**src/rtl/bcd_div_pkg.sv**
```systemverilog
// Shared definitions for the packed-BCD long divider.
package bcd_div_pkg;

   // Default operand width in BCD digits.
   localparam int NUM_DIGITS = 4;

   // Quotient reported when the operands cannot be divided.
   localparam logic [15:0] ERR_QUOTIENT = 16'h9999;

   typedef enum logic [2:0] {
      IDLE,
      CHECK,
      SHIFT,
      SUB,
      DONE
   } state_e;

endpackage

```
**src/rtl/bcd_subtractor.sv**
```systemverilog
// Combinational packed-BCD subtractor.
// The minuend is one digit wider than the subtrahend; the subtrahend is zero-extended.
module bcd_subtractor
   import bcd_div_pkg::*;
#(
   parameter int DIGITS = NUM_DIGITS
) (
   input  logic [4*DIGITS+3:0] minuend_i,
   input  logic [4*DIGITS-1:0] subtrahend_i,
   output logic [4*DIGITS+3:0] diff_o
);

   logic [4*DIGITS+3:0] sub_ext;

   assign sub_ext = {4'h0, subtrahend_i};

   // Ripple digit by digit; a negative digit result borrows from the next digit and is corrected by +10.
   always_comb begin
      logic       borrow;
      logic [4:0] t;
      diff_o = '0;
      borrow = 1'b0;
      t      = '0;
      for (int i = 0; i <= DIGITS; i++) begin
         t = {1'b0, minuend_i[4*i +: 4]} - {1'b0, sub_ext[4*i +: 4]} - {4'b0000, borrow};
         if (t[4]) begin
            diff_o[4*i +: 4] = t[3:0] + 4'd10;
            borrow           = 1'b1;
         end else begin
            diff_o[4*i +: 4] = t[3:0];
            borrow           = 1'b0;
         end
      end
   end

endmodule

```
**src/rtl/bcd_divider.sv**
```systemverilog
// Sequential packed-BCD restoring divider: one quotient digit per SHIFT/SUB pass,
// most significant digit first. Invalid operands or a zero divisor give quotient
// 9999 and the raw dividend as remainder.
module bcd_divider
   import bcd_div_pkg::*;
#(
   parameter int DIGITS = NUM_DIGITS
) (
   input  logic                clk,
   input  logic                rst,
   input  logic                start,
   input  logic [4*DIGITS-1:0] dividend,
   input  logic [4*DIGITS-1:0] divisor,
   output logic [4*DIGITS-1:0] quotient,
   output logic [4*DIGITS-1:0] remainder,
   output logic                end_division
);

   localparam int W  = 4 * DIGITS;
   localparam int IW = $clog2(DIGITS);

   state_e          state_q, state_d;
   logic [W-1:0]    dvd_q, dvd_d;
   logic [W-1:0]    dvs_q, dvs_d;
   logic [W-1:0]    quo_q, quo_d;
   logic [W-1:0]    rem_q, rem_d;
   logic [W-1:0]    wq_q, wq_d;
   logic [W+3:0]    r_q, r_d;
   logic [IW-1:0]   idx_q, idx_d;
   logic [3:0]      qd_q, qd_d;
   logic            err_q, err_d;
   logic [W+3:0]    r_sub;

   // True when any nibble of the operand is not a decimal digit.
   function automatic logic has_bad_digit(input logic [W-1:0] v);
      logic bad;
      bad = 1'b0;
      for (int i = 0; i < DIGITS; i++) begin
         if (v[4*i +: 4] > 4'd9) bad = 1'b1;
      end
      return bad;
   endfunction

   bcd_subtractor #(.DIGITS(DIGITS)) u_sub (
      .minuend_i    (r_q),
      .subtrahend_i (dvs_q),
      .diff_o       (r_sub)
   );

   // State and datapath registers; reset also aborts any division in flight.
   always_ff @(posedge clk or negedge rst) begin
      if (!rst) begin
         state_q <= IDLE;
         dvd_q   <= '0;
         dvs_q   <= '0;
         quo_q   <= '0;
         rem_q   <= '0;
         wq_q    <= '0;
         r_q     <= '0;
         idx_q   <= '0;
         qd_q    <= '0;
         err_q   <= 1'b0;
      end else begin
         state_q <= state_d;
         dvd_q   <= dvd_d;
         dvs_q   <= dvs_d;
         quo_q   <= quo_d;
         rem_q   <= rem_d;
         wq_q    <= wq_d;
         r_q     <= r_d;
         idx_q   <= idx_d;
         qd_q    <= qd_d;
         err_q   <= err_d;
      end
   end

   // Next-state and datapath control for the long-division sequence.
   always_comb begin
      state_d = state_q;
      dvd_d   = dvd_q;
      dvs_d   = dvs_q;
      quo_d   = quo_q;
      rem_d   = rem_q;
      wq_d    = wq_q;
      r_d     = r_q;
      idx_d   = idx_q;
      qd_d    = qd_q;
      err_d   = err_q;
      case (state_q)
         IDLE, DONE: begin
            if (start) begin
               dvd_d   = dividend;
               dvs_d   = divisor;
               quo_d   = '0;
               rem_d   = '0;
               wq_d    = '0;
               r_d     = '0;
               idx_d   = '0;
               qd_d    = '0;
               err_d   = 1'b0;
               state_d = CHECK;
            end
         end
         CHECK: begin
            // The error path spends a second cycle here so its latency is a fixed two cycles
            // and the outputs stay zero until DONE.
            if (err_q) begin
               quo_d   = ERR_QUOTIENT;
               rem_d   = dvd_q;
               err_d   = 1'b0;
               state_d = DONE;
            end else if (dvs_q == '0 || has_bad_digit(dvd_q) || has_bad_digit(dvs_q)) begin
               err_d   = 1'b1;
            end else begin
               idx_d   = IW'(DIGITS - 1);
               r_d     = '0;
               state_d = SHIFT;
            end
         end
         SHIFT: begin
            r_d     = {r_q[W-1:0], dvd_q[4*idx_q +: 4]};
            qd_d    = '0;
            state_d = SUB;
         end
         SUB: begin
            // Packed BCD orders the same as binary, so a plain compare decides the subtraction.
            if (r_q >= {4'h0, dvs_q}) begin
               r_d  = r_sub;
               qd_d = qd_q + 4'd1;
            end else begin
               wq_d[4*idx_q +: 4] = qd_q;
               if (idx_q == '0) begin
                  quo_d   = wq_d;
                  rem_d   = r_q[W-1:0];
                  state_d = DONE;
               end else begin
                  idx_d   = idx_q - 1'b1;
                  state_d = SHIFT;
               end
            end
         end
         default: state_d = IDLE;
      endcase
   end

   assign quotient     = quo_q;
   assign remainder    = rem_q;
   assign end_division = (state_q == DONE);

endmodule

```
**config.mk**
```make
export PLATFORM = sky130hd
export DESIGN_NAME = bcd_divider
export DESIGN_NICKNAME = d
export VERILOG_FILES = /design/src/rtl/bcd_div_pkg.sv /design/src/rtl/bcd_subtractor.sv /design/src/rtl/bcd_divider.sv
export SDC_FILE = /design/constraint.sdc
export NUM_CORES = 1
export LEC_CHECK = 0
export CORE_MARGIN = 2
export CORE_UTILIZATION = 58
export CTS_BUF_LIST = sky130_fd_sc_hd__clkbuf_16
export DETAILED_ROUTE_END_ITERATION = 7
export PLACE_DENSITY = 0.79
export SLEW_MARGIN = 15
export SYNTH_ARGS = -nofsm -noshare
export SYNTH_HDL_FRONTEND = slang
export SYNTH_SLANG_ARGS = --single-unit
```
**constraint.sdc**
```tcl
create_clock -name clk -period 8.7 [get_ports clk]
set_clock_uncertainty 0.2 [all_clocks]
set_input_delay 1.305 -clock clk [delete_from_list [all_inputs] [get_ports clk]]
set_output_delay 1.305 -clock clk [all_outputs]
set_load 0.02 [all_outputs]
```
# Word-level counts from Yosys, hierarchy flattened
# Cells that the tools add are included.
totals:
  register_bits: 110
  in_bits: 35
  output_inout_bits: 33
op_classes:
  n_addsub: 16
  order_cmp: 9
  eq_ne: 13
  shift: 3
  n_mux: 57
  reduce_logical: 19
op_table:
  columns: ["operator", "n"]
  rows:
  - ["$mux W16", 8]
  - ["$pmux W16 S3", 2]
  - ["$mux W20", 4]
  - ["$pmux W20 S4", 1]
  - ["$neg A4 Y34", 1]
  - ["$shift A4 B34 Y16 const A", 1]
  - ["$shiftx A4 B34 Y16", 1]
  - ["$gt A4 B4 Y1 const B", 8]
  - ["$pmux W16 S2", 1]
  - ["$mux W4", 7]
  - ["$add A4 B4 Y4 const B", 5]
  - ["$ge A20 B16 Y1", 1]
  - ["$sub A4 B4 Y5", 4]
  - ["$mux W1", 19]
  - ["$bwmux W16", 1]
  - ["$logic_not A16 Y1", 1]
  - ["$ne A2 B2 Y1 const B", 8]
  - ["$shiftx A16 B5 Y4", 1]
  - ["$mux W3", 5]
  - ["$sub A5 B1 Y5", 3]
  - ["$pmux W3 S4", 1]
  - ["$pmux W4 S3", 1]
  - ["$mux W2", 5]
  - ["$reduce_and A5 Y1", 2]
  - ["19 further kinds", 26]

# Logic depth before layout (Yosys ltp)
# Gate-level depths: netlist of run 1.
logic_depth:
  word_depth: 13
  depth_mapped: 36

# Cells and area by module
# From an unflattened synthesis of run 1, not the netlist that was laid out.
unflattened:
  cells_unflattened: 669
  area_unflattened_um2: 6847.8
by_module_without_submodules:
  columns: ["mod", "n_inst", "cells_each", "area_each_um2"]
  rows:
  - ["bcd_divider", 1, 533, 5726.7]
  - ["bcd_subtractor", 1, 136, 1121.1]

# Worst setup path after synthesis of run 1
# No wires, ideal clock.
synth_path:
  kind: "flip-flop to flip-flop"
  start: "register r_q[0]"
  end: "register r_q[19]"
  t_arrival_ns: 7.045
  required_time_ns: 8.375
  slack_ns: 1.330
  path_stages_with_launch: 36
  path_buffers: 1
  synth_period_minus_slack_ns: 7.370
  path_cell_list: "dfrtp_1 -> inv_1 -> ha_1 -> inv_1 -> fa_1 -> nand3_1 -> nand2_1 -> fa_1 -> fa_1 -> nand2b_1 -> a21oi_1 -> xnor2_1 -> xnor2_1 -> ha_1 -> a21o_1 -> fa_1 -> nand2b_1 -> a211o_1 -> and2_1 -> clkbuf_1 -> xnor2_1 -> ha_1 -> a21o_1 -> fa_1 -> nand2b_1 -> a31oi_1 -> and2_1 -> inv_1 -> ha_1 -> ha_1 -> xor2_1 -> ha_1 -> nand2b_1 -> a211oi_1 -> o31ai_1 -> mux2_4"
synth_via:
  elab_chain_cells: 13
  elab_cells_between_ends: 16
synth_rtl:
  columns: ["element", "line_no", "text"]
  rows:
  - ["from (decl)", "bcd_divider.sv:28", "logic [W+3:0] r_q, r_d;"]
  - ["from (signal assigned)", "bcd_divider.sv:70", "r_q <= r_d;"]
  - ["$sub A4 B4 Y5", "bcd_subtractor.sv:25", "t = {1'b0, minuend_i[4*i +: 4]} - {1'b0, sub_ext[4*i +: 4]} - {4'b0000, borrow};"]
  - ["$mux W1", "bcd_subtractor.sv:26", "if (t[4]) begin"]
  - ["$sub A5 B1 Y5", "bcd_subtractor.sv:25", null]
  - ["$mux W1", "bcd_subtractor.sv:26", null]
  - ["$sub A5 B1 Y5", "bcd_subtractor.sv:25", null]
  - ["$mux W1", "bcd_subtractor.sv:26", null]
  - ["$sub A5 B1 Y5", "bcd_subtractor.sv:25", null]
  - ["$mux W1", "bcd_subtractor.sv:26", null]
  - ["$sub A4 B1 Y5", "bcd_subtractor.sv:25", null]
  - ["$add A4 B4 Y4", "bcd_subtractor.sv:27", "diff_o[4*i +: 4] = t[3:0] + 4'd10;"]
  - ["$mux W4", "bcd_subtractor.sv:26", null]
  - ["$mux W20", "bcd_divider.sv:127", "if (r_q >= {4'h0, dvs_q}) begin"]
  - ["$pmux W20 S4", "bcd_divider.sv:89", "case (state_q)"]
# Several ways; a longest one is shown, not always the timed one. The select of a mux whose other input is x is not followed.
# A chain may end at the register's enable or synchronous reset.

# Final worst setup path of run 1
# Same ends and word-level chain as after synthesis.

==> results_dict.tcl, run 1 <==
set metrics [dict create \
    hold_viol_final 0 \
    rsz0062_at_grt "false" \
    synth_compound_area_share_pct 15.45 \
    cp_data_required_time_ns 8.79 \
    cts_max_level 3 \
    syn_area_per_cell_sq_um 10.44 \
    num_rows 39 \
    ys_types 54 \
    cts_root_buf "clkbuf_16" \
    cts.path.max_buffers 2 \
    setup_viol 0 \
    holdPathEnd "quotient[8]$_DFFE_PN0P_" \
    outcome "finished clean" \
    crit_arrival_ns 8.17 \
    slowest_stage "fa_1" \
    cts_tree "built" \
    fin_crit_sh_pct 92.78 \
    die_h_um 111.0 \
    final_cells 833 \
    hold_slack_ns 0.2844 \
    drv_cap 0 \
    cts_setup_buffers 0 \
    routed_wl_um 16000 \
    antenna_found_initial 0 \
    fmax_mhz 123.9 \
    tightest_slew_ns 1.194 \
    drv_slew 0 \
    reg2reg_slack_ns 0.63 \
    r2r-end "r_q[19]$_DFFE_PN0P_" \
    syn-instance-count 636 \
    critical_path_class "reg2reg" \
    ys_async_sr_fraction_pct 100.0 \
    synth_fa_ha_area_share_pct 10.37 \
    syn-num-nets 723 \
    vias 5097 \
    synthSimpleGateAreaFrac_pct 10.03 \
    grt_pass1_wl_um 26290 \
    dieArea_sq_mm 0.01232 \
    first_pass_iters 5 \
    grt_max_degree 57 \
    drt-initial-drc-count 332 \
    grt_pass1_vias 5213 \
    min_path_cells 2 \
    nFillCells 853 \
    cts_sinks 110 \
    post_cts_resized 0 \
    placed_cells 817 \
    routedWlPerCell_um 19.20 \
    cpMostUsedCell "ha_1" \
    start_util_pct 58.90 \
    portBuffers 67 \
    core_sq_mm 0.01127 \
    numCtsBuffers 9 \
    antenna_left 0 \
    drc 0 \
    synthFlopType "dfrtp_1" \
    worstSetupStartpointType "flop" \
    ctsHoldBuffers 0 \
    synth_top_family_by_area "compound AO/OA/AOI/OAI gates" \
    synth_seq_cells 110 \
    gp_congestion 0.8951 \
    die-width_um 111.0 \
    hp-start "quotient[8]$_DFFE_PN0P_" \
    fin_nets 772 \
    worst-path-max-fanout 6 \
    synth_seq_area_share_pct 41.46 \
    hold_path.class "reg2reg" \
    clkLatencyLatePin_ns 0.36 \
    synth.area.mux_share_pct 14.49 \
    grt.total_usage_pct 26.99 \
    via_per_inst 6.119 \
    synthToLayoutAreaGrowth_pct 15.49 \
    drive_gt1_share_pct 11.88 \
    synth_warnings 0 \
    tns_ns 0 \
    max_stage_delay_ns 0.44 \
    synth_edf_count 0 \
    num_antenna_cells 0 \
    pin_count 68 \
    cts.clk_slew.worst_paths_ns 0.08 \
    slew_headroom_pct 19.25 \
    reg2regPathDepth 35 \
    utilization_pct 68.02 \
    endpoint_kind "flop" \
    grt.overflow.total 0 \
    synth-xor-area-share_pct 2.902 \
    synth_area_sq_mm 0.006639 \
    rr_startpoint "r_q[0]$_DFFE_PN0P_" \
    hpwl_um 11770 \
    fin_crit_ns 8.072 \
]
## worst max-delay path, delay by kind of cell, from the launching register on
kind                       cells  cell delay (ns)
buffers and inverters          3             0.21
DFF                            1             0.41
AOI/OAI and AO/OA              7             1.49
adders and majority gates     11             3.25
muxes                          1             0.18
and+or+nand+nor                9             1.48
xor gates and xnor gates       4             0.80
## flip-flops by register name, indices dropped and copies added, names as in the netlist
register / flops
dvd_q: 16
remainder: 16
quotient: 16
err_q: 1
dvs_q: 16
r_q: 20
state_q: 3
qd_q: 4
wq_q: 16
idx_q: 2
## cell usage in the layout, fill, tap and decap left out, types with 19 or more instances in the layout
cell type	count
dfrtp_1	109
clkdlybuf4s50_1	66
nand2_1	58
inv_1	50
ha_1	47
o21ai_0	40
mux2_2	37
o31ai_1	31
mux2i_1	26
nor2_1	25
a21oi_1	19
## stage by stage
stage | setup WS (ns) | instance area [sq um]
after floorplan | 1.330 | 6639
after global placement | 1.137 | 7368
after detailed placement | 0.7776 | 7368
after CTS | 0.7136 | 7664
after global routing | 0.1376 | 7667
final | 0.6281 | 7667
## worst max path at each step
stage	start	endpoint
floorplan	r_q[0]$_DFFE_PN0P_	r_q[19]$_DFFE_PN0P_
global placement	r_q[0]$_DFFE_PN0P_	r_q[19]$_DFFE_PN0P_
detailed placement	r_q[0]$_DFFE_PN0P_	r_q[19]$_DFFE_PN0P_
CTS	r_q[0]$_DFFE_PN0P_	r_q[19]$_DFFE_PN0P_
global route	r_q[0]$_DFFE_PN0P_	r_q[19]$_DFFE_PN0P_
finish	r_q[0]$_DFFE_PN0P_	r_q[19]$_DFFE_PN0P_
## Yosys cell counts (2+ instances only)
master / instances / area, sq um
a21oi_1: 20 / 100.1
nor2b_1: 2 / 12.51
a221oi_1: 8 / 70.07
ha_1: 47 / 588.1
buf_2: 5 / 25.02
xnor2_1: 13 / 113.9
fa_1: 5 / 100.1
o211ai_1: 2 / 15.01
nand2b_1: 6 / 37.54
a22oi_1: 14 / 105.1
or4_1: 2 / 15.01
buf_6: 4 / 45.04
o21a_1: 2 / 15.01
buf_1: 2 / 7.510
nor3b_1: 3 / 22.52
nor4b_1: 2 / 17.52
and4_1: 3 / 26.28
mux2_2: 37 / 416.7
clkbuf_1: 21 / 78.83
mux2i_1: 26 / 260.3
nand3_1: 7 / 35.03
nor4_1: 7 / 43.79
nand2_1: 58 / 217.7
nor2_1: 26 / 97.59
inv_1: 50 / 187.7
o2bb2ai_1: 2 / 17.52
and2_1: 6 / 37.54
nand4_1: 5 / 31.28
mux2_4: 13 / 195.2
o21ai_0: 40 / 200.2
a22o_1: 2 / 17.52
nor3_1: 4 / 20.02
a211o_1: 3 / 26.28
and3_1: 2 / 12.51
xor2_1: 9 / 78.83
a31oi_1: 5 / 31.28
mux4_2: 4 / 90.09
a211oi_1: 5 / 37.54
o31ai_1: 31 / 232.7
dfrtp_1: 110 / 2753
nand3b_1: 2 / 15.01
a21o_1: 9 / 67.56
## per-layer routing
metal | vias up | global-route usage [%] | part of all wire, %
li1 | 2388 | - | -
met1 | 2517 | 34.49 | 42
met2 | 157 | 45.77 | 51
met3 | 35 | 3.280 | 3.8
met4 | 0 | 13.00 | 3.1
met5 | - | 0 | 0
## cell type report
| class | instances | area, sq um | share of cell area (%) |
|---|---|---|---|
| inverters | 50 | 187.7 | 2.448 |
| clock inverters | 7 | 70.07 | 0.9138 |
| multi-input cells | 443 | 3553 | 46.34 |
| clock buffers | 9 | 225.2 | 2.937 |
| flip-flops and latches | 110 | 2754 | 35.92 |
| repair buffers | 71 | 698.2 | 9.106 |
| well taps | 143 | 178.9 | 2.334 |
## cell families after synthesis
logic type / Yosys count
xor+xnor: 22
fa+ha+maj: 52
simple gates: 138
flops: 110
compound gates: 151
buf+inv: 83
mux: 80
Power of run 1 is not shown: default switching activity piles up to over one toggle a cycle in this logic, so the estimate is an artifact.
==> inputs of run 2 (changes only) <==
Settings changed: CORE_UTILIZATION 58 to 60, PLACE_DENSITY 0.79 to 0.81, REMOVE_ABC_BUFFERS from default to 1, SYNTH_HIERARCHICAL from default to 1.
Clock period 8.7 ns to 10.4 ns, I/O delays scaled along.
==> run 2 against run 1 <==
  * Synthesized cell count is 5.2% higher
  * Critical path depth rose by 1
  * Die area is 0.28% lower
  * Utilization increased by 2.8 points
  * Fmax fell by 1.5%
  * Cell count grew 5.0%
  * Register-to-register slack better by 1.6 ns
  * Sequential share of layout area decreased by 1.5 points
  * Largest cell class unchanged
==> results_dict.tcl, run 2 <==
set metrics [dict create \
    outcome "finished clean" \
    ys_top_cells_by_count "110 x dfrtp_1, 64 x inv_1, 52 x nor2_1" \
    grt_pass1_vias 5427 \
    met1_usage_pct 37.05 \
    max_flop_register "r_q" \
    grt_max_degree 58 \
    clkLatencyLatePin_ns 0.36 \
    syn-instance-count 669 \
    nFillCells 810 \
    cts_tree "built" \
    cp_data_required_time_ns 10.44 \
    grt.total_usage_pct 28.51 \
    worst-path-max-fanout 4 \
    grt-busiest-layer "met2" \
    antenna_found_initial 0 \
    drt-initial-drc-count 484 \
    dpl_cell_area_sq_mm 0.007674 \
    drv_cap 0 \
    tns_ns 0 \
    tightest_slew_ns 1.145 \
    pin_count 68 \
    synth_area_sq_mm 0.006848 \
    first_pass_iters 6 \
    largest_register_ffs 20 \
    synth_warnings 6 \
    num_antenna_cells 0 \
    setup_viol 0 \
    dieArea_sq_mm 0.01228 \
    slew_headroom_pct 22.60 \
    fin_crit_ns 8.193 \
    synth_seq_area_share_pct 40.20 \
    max_stage_delay_ns 0.48 \
    utilization_pct 70.85 \
    synthFlopType "dfrtp_1" \
    die_h_um 110.8 \
    synthToLayoutAreaGrowth_pct 16.63 \
    via_per_inst 6.078 \
    fin_crit_sh_pct 78.78 \
    gr-usage-met3_pct 8.365 \
    ys_async_sr_fraction_pct 100.0 \
    hold_path.class "reg2reg" \
    gp_congestion 0.9656 \
    antenna_left 0 \
    crit_arrival_ns 8.24 \
    rsz0062_at_grt "false" \
    final_cells 875 \
    routed_wl_um 16770 \
    cts.path.max_buffers 2 \
    grt.overflow.total 0 \
    vias 5318 \
    worstSetupStartpointType "flop" \
    critical_path_class "reg2reg" \
    synth_most_common_cell "dfrtp_1" \
    core_sq_mm 0.01127 \
    synthTopCellsByArea "dfrtp_1 40%, ha_1 9.3%, mux2_2 7.1%" \
    drc 0 \
    cts_max_level 3 \
    fin_nets 821 \
    synth_top_area_share_pct 40.20 \
    start_util_pct 60.75 \
    cts.clk_slew.worst_paths_ns 0.07 \
    use_met2_pct 45.81 \
    drive_gt1_share_pct 11.48 \
    ys_types 59 \
    fmax_mhz 122.1 \
    synth_seq_cells 110 \
    synth_top_area_cell "dfrtp_1" \
    routedWlPerCell_um 19.17 \
    placed_cells 860 \
    grt_pass1_wl_um 27700 \
    drv_slew 0 \
    final_cell_mix "110 x dfrtp_1, 66 x clkdlybuf4s50_1, 64 x inv_1" \
    cts_sinks 110 \
    numCtsBuffers 9 \
    hold_viol_final 0 \
    portBuffers 67 \
    hpwl_um 12230 \
    die-width_um 110.8 \
    final_common_cell "dfrtp_1" \
    num_rows 39 \
    slowest_stage "fa_1" \
    post_cts_resized 0 \
    cts_root_buf "clkbuf_16" \
    cts_setup_buffers 0 \
    design_area_sq_mm 0.007986 \
    ctsHoldBuffers 0 \
    endpoint_kind "flop" \
    syn_area_per_cell_sq_um 10.24 \
    synth_edf_count 0 \
]
-- run 2: cell types whose count changed in the layout (fill, tap and decap cells not counted), moves of 20 or more --
cell     previous run  this run
mux2_1              0        24
nor2_1             25        51
a21oi_1            19        39
a22o_1              2        32
nand2_1            58        37
o31ai_1            31         3
-- run 2: cells by family (layout without fill, tap and decap cells) --
logic type	Yosys count	after routing	share of synthesized area [%]
XOR/XNOR	21	21	2.686
flip-flops	110	110	40.20
AND/OR/NAND/NOR	157	157	11.55
adder cells (fa/ha/maj)	58	58	11.36
buffers and inverters	91	154	5.061
AO/OA/AOI/OAI	135	135	12.86
multiplexers	97	97	16.28
-- run 2: worst paths after layout --
check / slack (ns) / startpoint / cells past startpoint / end
hold reg to reg: 0.29 / remainder[6]$_DFFE_PN0P_ / 1 / remainder[6]$_DFFE_PN0P_
hold / removal: 0.29 / remainder[6]$_DFFE_PN0P_ / 1 / remainder[6]$_DFFE_PN0P_
setup reg to reg: 2.21 / r_q[0]$_DFFE_PN0P_ / 36 / r_q[18]$_DFFE_PN0P_
setup / recovery: 2.21 / r_q[0]$_DFFE_PN0P_ / 36 / r_q[18]$_DFFE_PN0P_
max in group asynchronous: 7.78 / rst / 2 / dvs_q[12]$_DFFE_PN0P_
min in group asynchronous: 1.03 / rst / 1 / quotient[5]$_DFFE_PN0P_
-- run 2: area by class of cell --
cell class	instances	area [sq um]	share of cell area (%)
timing repair buffer	75	728.2	9.118
sequential	110	2753	34.47
clock buffer	9	225.2	2.820
clock inverter	6	87.58	1.097
tap	143	178.9	2.240
multi-input combinational	468	3774	47.25
inverter	64	240.2	3.008
-- run 2: per-layer routing --
| metal | vias to the layer above | share of wire (%) |
|---|---|---|
| li1 | 2458 | - |
| met2 | 211 | 48 |
| met1 | 2620 | 42 |
| met3 | 29 | 7.9 |
| met5 | - | 0 |
| met4 | 0 | 2.4 |
-- run 2: per-stage QoR --
stage | setup WS (ns) | hold slack [ns]
global route | 1.893 | 0.3036
floorplan | 2.944 | 0.2582
finish | 2.207 | 0.2926
global placement | 2.702 | 0.2658
detailed placement | 2.285 | 0.2766
CTS | 2.268 | 0.2951
-- run 2: critical path: cells and delay by family, from the launching register on --
kind,cells,cell delay [ns]
adders and majority gates,11,3.48
muxes,2,0.44
AOI/OAI and AO/OA,6,1.38
and+or+nand+nor,10,1.73
buffers and inverters,7,0.46
DFF,1,0.39
Power of run 2 is left out for the same reason.
==> inputs of run 3 (changes only) <==
Settings changed: CORE_UTILIZATION 60 to 52, PLACE_DENSITY 0.81 to 0.75.
Clock period 10.4 ns to 7.4 ns, I/O delays scaled along.
==> run 3 against run 2 <==
  * Via count increased by 1.2%
  * First-iteration DRC count decreased by 35%
  * Sequential cell count unchanged
  * Worst setup slack got worse by 2.0 ns
  * Clock-buffer cell count unchanged
  * Design area increased by 3.7%
  * Die area increased by 15%
  * Non-clock buffer count increased by 25
  * Hold slack got worse by 0.0062 ns
  * Critical path type unchanged
==> results_dict.tcl, run 3 (synthesis gave the netlist of run 2 again) <==
set metrics [dict create \
    outcome "finished clean" \
    final_cell_mix "110 x dfrtp_1, 66 x clkdlybuf4s50_1, 60 x inv_1" \
    critical_path_class "reg2reg" \
    fin_crit_ns 7.231 \
    drc 0 \
    hold_path.class "reg2reg" \
    tightest_slew_ns 0.9577 \
    start_util_pct 53.83 \
    fin_crit_sh_pct 97.71 \
    num_rows 41 \
    via_per_inst 5.800 \
    design_area_sq_mm 0.008279 \
    die-width_um 118.8 \
    routedWlPerCell_um 18.47 \
    synthToLayoutAreaGrowth_pct 20.90 \
    worst-path-max-fanout 3 \
    hpwl_um 12130 \
    r2r-end "r_q[18]$_DFFE_PN0P_" \
    grt.total_usage_pct 25.08 \
    max_flop_register "r_q" \
    antenna_left 0 \
    slowest_stage "fa_2" \
    pin_count 68 \
    dieArea_sq_mm 0.01410 \
    ctsHoldBuffers 0 \
    drive_gt1_share_pct 17.33 \
    reg2regPathDepth 36 \
    worstSetupStartpointType "flop" \
    cpMostUsedCell "fa_2" \
    cts_sinks 110 \
    grt_pass1_vias 5339 \
    cts_tree "built" \
    routed_wl_um 17140 \
    antenna_found_initial 0 \
    fmax_mhz 138.3 \
    dpl_cell_area_sq_mm 0.007800 \
    hold_viol_final 0 \
    cts.path.max_buffers 2 \
    drt-initial-drc-count 316 \
    gp_congestion 0.8955 \
    grt_max_degree 57 \
    grt_pass1_wl_um 27700 \
    rr_startpoint "r_q[0]$_DFFE_PN0P_" \
    numCtsBuffers 9 \
    nFillCells 1035 \
    final_common_cell "dfrtp_1" \
    reg2reg_slack_ns 0.17 \
    drv_slew 0 \
    max_stage_delay_ns 0.46 \
    slew_headroom_pct 35.87 \
    vias 5382 \
    clkLatencyLatePin_ns 0.36 \
    cts.clk_slew.worst_paths_ns 0.07 \
    cts_root_buf "clkbuf_16" \
    utilization_pct 65.08 \
    setup.worst_path.start "r_q[0]$_DFFE_PN0P_" \
    core_sq_mm 0.01272 \
    fin_nets 846 \
    num_antenna_cells 0 \
    crit_arrival_ns 7.27 \
    largest_register_ffs 20 \
    portBuffers 67 \
    grt.overflow.total 0 \
    setup_viol 0 \
    endpoint_kind "flop" \
    first_pass_iters 5 \
    die_h_um 118.8 \
    cts_max_level 3 \
    drv_cap 0 \
    cp_data_required_time_ns 7.44 \
    critPathCapture "r_q[18]$_DFFE_PN0P_" \
]
## run 3: cell types whose count changed in the layout (fill, tap and decap cells not counted), moves of 4 or more
cell   before  now
fa_1        7    0
fa_2        0    7
inv_1      64   60
inv_2       0    5
ha_4        0    4
buf_4       9   34
ha_1       51   46
## run 3: worst max-delay path: cells and delay by family (launching register included)
family | cells | cell delay, ns
fa+ha+maj | 11 | 3.08
buf+inv | 7 | 0.39
compound gates | 6 | 1.17
simple gates | 10 | 1.44
mux | 2 | 0.44
flops | 1 | 0.38
## run 3: through the flow
| step | TNS, ns | setup slack, ns | cells | hold WS (ns) |
|---|---|---|---|---|
| finish | 0 | 0.1695 | 928 | 0.2864 |
| global route | -0.03836 | -0.03836 | 928 | 0.3030 |
| CTS | 0 | 0.008620 | 919 | 0.2927 |
| detailed placement | -0.3666 | -0.2827 | 901 | 0.2734 |
| global placement | -0.01386 | -0.01386 | 901 | 0.2679 |
| floorplan | -0.05556 | -0.05556 | 642 | 0.2582 |
## run 3: layer usage
metal | global-route usage [%] | share of wire [%] | routed length [um] | up-vias
met5 | 0 | 0 | 0 | -
met4 | 9.152 | 2.7 | 466 | 0
met3 | 6.467 | 6.5 | 1108 | 37
met2 | 38.79 | 47 | 7986 | 190
met1 | 34.03 | 44 | 7577 | 2658
li1 | - | - | - | 2497
## run 3: worst min-delay path by stage
stage	to	cells past startpoint	from	slack, ns
after floorplan	wq_q[11]$_DFFE_PN0P_	1	wq_q[11]$_DFFE_PN0P_	0.26
after global placement	quotient[1]$_DFFE_PN0P_	1	quotient[1]$_DFFE_PN0P_	0.27
after detailed placement	wq_q[10]$_DFFE_PN0P_	1	wq_q[10]$_DFFE_PN0P_	0.27
after CTS	remainder[9]$_DFFE_PN0P_	1	remainder[9]$_DFFE_PN0P_	0.29
after global routing	remainder[1]$_DFFE_PN0P_	1	remainder[1]$_DFFE_PN0P_	0.30
final	quotient[2]$_DFFE_PN0P_	1	quotient[2]$_DFFE_PN0P_	0.29
## run 3: layout make-up
class	count	area [sq um]	share of cell area [%]
Clock buffer	9	225.2	2.720
Clock inverter	5	21.27	0.2569
Inverter	64	242.7	2.932
Multi-Input combinational cell	468	3906	47.18
Sequential cell	110	2753	33.25
Tap cell	172	215.2	2.599
Timing Repair Buffer	100	915.9	11.06
## run 3: what timing repair did
action                                  CTS  global route
cloned                                    0             0
endpoints found under the setup margin    2             2
pin swaps                                 7            17
setup buffers                             4             9
gates resized for setup                  13            22
Power of run 3 is left out for the same reason.
==> variant 1 (config.mk and constraints of run 1) <==
Encoding of `state_e`: now Gray code (3 bits for 5 states).
--- a/src/rtl/bcd_div_pkg.sv
+++ b/src/rtl/bcd_div_pkg.sv
@@ -9,9 +9,9 @@
 
    typedef enum logic [2:0] {
-      IDLE,
-      CHECK,
-      SHIFT,
-      SUB,
-      DONE
+      IDLE  = 3'b000,
+      CHECK = 3'b001,
+      SHIFT = 3'b011,
+      SUB   = 3'b010,
+      DONE  = 3'b110
    } state_e;
 
Formal check against the unedited RTL: same outputs for any inputs over 10 cycles, from zero or initial values and one cycle with rst low; not proved beyond that.
==> variant 1 against run 1 <==
  * Setup slack improved by 0.019 ns
  * Wire length decreased by 3.1%
  * Largest cell class unchanged
  * Area after synthesis increased by 0.51%
  * Sequential cell count unchanged
  * Final area increased by 0.46%
  * Critical endpoint unchanged
  * Fmax increased by 0.24%
  * Highest routed layer unchanged
Power is not shown: default switching activity piles up to over one toggle a cycle in this logic, so the estimate is an artifact.
==> variant 1: results (changes against run 1) <==
stage;metric;value;unit;change
worst_hold_path;hp-start;wq_q[11];;
placement;dp_slack;0.772;ns;-0.00563 ns
logic_synthesis;synthAdderAreaFrac;10.7;%;+0.32 points
logic_synthesis;synth-seq-area-share;41.3;%;-0.21 points
critical_path;critical-path-top-delay-family;adder cells;;
logic_synthesis;synth_compound_area_share;12.6;%;-2.9 points
finish;nets;781;;+1.2%
finish;drive_gt1_share;16.9;%;+5.0 points
grt;grt_start_max_net_pins;74;;+30%
finish;instances_no_fill;840;;+0.84%
timing;maxSlewHeadroom;22.5;%;+3.3 points
cts;clkLatencyLatePin;0.36;ns;about the same
placement;dp.cells;824;;+0.86%
routing;dr.max_layer_used;met4;;
finish;top_register;r_q;;
grt;grt_util_met3;6.83;%;+3.6 points
grt;overflow;0;;unchanged
cts;cts.clk_slew.worst_paths;0.08;ns;about the same
cts;cts_max_level;3;;unchanged
finish;antenna_cells;0;;unchanged
logic_synthesis;yosysWarnings;0;;unchanged
critical_path;worst_path_max_delay_cell;xnor2_1;;
routing;avgViaCountPerCell;6.04;;-1.3%
placement;place_hpwl;11100;µm;-5.8%
logic_synthesis;yosys-top-cells-count;dfrtp_1, mux2_2, o21ai_0, ha_1, nand2_1;;
grt;grt_pass1_vias;5116;;-1.9%
grt;use_met2;41.2;%;-4.5 points
logic_synthesis;synth_xor_area_share;2.89;%;-0.015 points
critical_path;startpoint;dvs_q[0];;
critical_path;critPathMaxStageDelay;0.48;ns;+0.04 ns
cts;clock-root-buffer;clkbuf_16;;
worst_hold_path;holdPathStages;1;;-1
routing;drt_iter0_markers;386;;+16%
logic_synthesis;muxShareOfSynthArea;16.6;%;+2.1 points
placement;numPortBuffers;67;;unchanged
finish;largest_reg_flops;20;;unchanged
routing;wl;15500;µm;-3.1%
placement;gp_congestion;0.949;;+6.0%
timing;hold_viol_final;0;;unchanged
routing;wl_met1;7070;µm;+4.1%
outcome;status;finished, final reports clean;;
grt;track_usage;26.3;%;-0.66 points
placement;placed_cell_area;7420;µm²;+0.65%
routing;met2_length;7190;µm;-11%
grt;grtUsageMet1;36.1;%;+1.6 points
logic_synthesis;syn_inst;637;;+0.16%
routing;wl_met3;874;µm;+42%
logic_synthesis;ys_types;53;;-1.9%
logic_synthesis;synth_nets;726;;+0.41%
cts;cts_setup_buffers;0;;unchanged
cts;clock_path_buffers;2;;unchanged
critical_path;cp_data_arrival_time;8.10;ns;-0.07 ns
critical_path;path_max_fanout;6;;unchanged
grt;grt_pass1_wl;25800;µm;-1.8%
grt;antenna_found_initial;0;;unchanged
logic_synthesis;synth_ff_type;dfrtp_1;;
logic_synthesis;ys_top_cells_by_area;dfrtp_1, mux2_2, ha_1;;
variant 1: cell types whose count changed in the layout (fill, tap and decap cells not counted), moves of 9 or more:
cell | run 1 | this run
nor2b_1 | 2 | 17
a22oi_1 | 14 | 5
o31ai_1 | 31 | 0
mux2_4 | 13 | 3
nand2_1 | 58 | 49
mux2i_1 | 26 | 8
o21ai_0 | 40 | 62
a21oi_1 | 19 | 33
mux2_2 | 37 | 78
a22o_1 | 2 | 11
variant 1: path summary, 6_finish.rpt:
kind | endpoint | slack (ns)
worst max-delay path | r_q[19] | 0.65
worst min-delay path | wq_q[11] | 0.30
worst max register to register | r_q[19] | 0.65
worst min register to register | wq_q[11] | 0.30
max in group asynchronous | wq_q[10] | 6.29
min in group asynchronous | dvs_q[13] | 0.71
variant 1: cell type report:
cell class,count,area [µm²]
fill,873,3620
timing repair buffer,71,698
clock inverter,7,61.3
tap,143,179
clock buffer,9,225
multi-input combinational,455,3620
inverter,45,169
sequential,110,2750
==> variant 2 (settings of run 1) <==
Made on the original files. The package constant `NUM_DIGITS` goes from 4 to 8.
--- a/src/rtl/bcd_div_pkg.sv
+++ b/src/rtl/bcd_div_pkg.sv
@@ -3,5 +3,5 @@
 
    // Default operand width in BCD digits.
-   localparam int NUM_DIGITS = 4;
+   localparam int NUM_DIGITS = 8;
 
    // Quotient reported when the operands cannot be divided.
Ports: changed (resized dividend, divisor, quotient and remainder); port bits go from 68 to 132. The function was not compared with the original's and may differ.
==> variant 2 against run 1 <==
  * The run now ends with setup timing left
  * Sequential cell count rose by 97
  * Wire length rose by 120%
  * Via count rose by 98%
  * Global-route usage rose by 4.4 points
  * Synthesized cell count rose by 93%
  * Hold slack improved by 0.0024 ns
  * Setup slack got worse by 3.5 ns
  * First-iteration DRC count rose to 3.1 times the old value
  * Final area rose by 100%
  * Area after synthesis rose by 86%
  * Critical path depth rose by 30
  * Critical endpoint is now r_q[35]
  * Highest routed layer unchanged
==> variant 2: results (changes against run 1) <==
stage;metric;value;unit;change
logic_synthesis;ys_types;60;;+11%
finish;largest_reg_flops;36;;+80%
logic_synthesis;yosys-top-cells-count;dfrtp_1, nand2_1, o21ai_0, ha_1, inv_1;;
logic_synthesis;synth-seq-area-share;42.0;%;+0.55 points
critical_path;worst_path_max_delay_cell;fa_2;;
logic_synthesis;ys_top_cells_by_area;dfrtp_1, ha_1, nand2_1;;
routing;drt_iter0_markers;1013;;+210%
timing;setup_violations;12;;+12
critical_path;path_max_fanout;3;;-3
critical_path;critPathMaxStageDelay;0.40;ns;-0.04 ns
placement;numPortBuffers;131;;+96%
critical_path;timing.rr.end;r_q[35];;
cts;cts.clk_slew.worst_paths;0.06;ns;-0.02 ns
cts;clkLatencyLatePin;0.53;ns;+0.17 ns
worst_hold_path;holdPathStages;1;;-1
finish;drive_gt1_share;17.9;%;+6.0 points
worst_hold_path;holdPathEnd;quotient[24];;
logic_synthesis;synth_nets;1398;;+93%
critical_path;ff2ff_path_depth;65;;+86%
cts;clock_path_buffers;3;;+1
critical_path;cp_data_arrival_time;11.78;ns;+3.61 ns
timing;fin_tns_setup;-20.62;ns;-20.62 ns
placement;placed_cell_area;14600;µm²;+98%
routing;vias;10100;;+98%
outcome;status;finished with violations;;
outcome;violations;setup timing;;
grt;track_usage;31.4;%;+4.4 points
placement;gp_congestion;0.907;;+1.3%
timing;hold_ws;0.287;ns;+0.00242 ns
placement;dp_slack;-2.98;ns;-3.75 ns
worst_hold_path;hp-start;quotient[24];;
cts;numCtsBuffers;24;;+15
placement;place_hpwl;24100;µm;+100%
timing;worst_pin_slew;1.00;ns;-0.194 ns
critical_path;rrSetupSlack;-2.87;ns;-3.49 ns
cts;cts_max_level;1;;-2
timing;setup_ws;-2.87;ns;-3.49 ns
[variant 2: area by class of cell]
class,instances,area (µm²)
clock inverter,19,144
multi-input combinational,876,6970
fill,1510,5420
inverter,83,314
tap,275,344
timing repair buffer,216,1950
sequential,207,5180
clock buffer,25,626
[variant 2: cells by family (layout without fill, tap and decap cells)]
logic type	after synthesis	count (layout)	share of synthesized area, %
AOI/OAI and AO/OA	261	261	13.8
xor gates and xnor gates	51	51	3.62
adders and majority gates	106	106	11.4
buffers and inverters	142	343	4.66
DFF	207	207	42.0
muxes	122	122	12.0
and+or+nand+nor	336	336	12.6
[variant 2: what timing repair did]
item / CTS / global route
setup endpoints to repair: 12 / 13
pin swaps: 6 / 9
gates cloned: 0 / 0
setup buffers: 12 / 6
resized for setup: 12 / 10
[variant 2: worst max-delay path by stage]
| stage | to | start | depth (start not counted) |
|---|---|---|---|
| floorplan | r_q[35] | r_q[0] | 65 |
| global placement | r_q[35] | r_q[0] | 64 |
| detailed placement | r_q[35] | r_q[0] | 64 |
| CTS | r_q[35] | r_q[0] | 64 |
| global route | r_q[35] | r_q[0] | 65 |
| finish | r_q[35] | r_q[0] | 65 |
[variant 2: per-layer routing]
metal  vias up  part of all wire (%)  track usage (%)  wire [µm]
met4         0                   3.1             9.29       1100
met5         -                     0                0          0
met1      4957                    43             44.9      15200
li1       4649                     -                -          -
met3        80                   7.3             5.21       2550
met2       412                    46             49.5      16100
[variant 2: power by group]
group	internal, mW	switching, mW	leakage (nW)
Clock	0.578	0.409	0.384
Combinational	2.02	2.07	4.20
Sequential	1.19	0.282	2.75
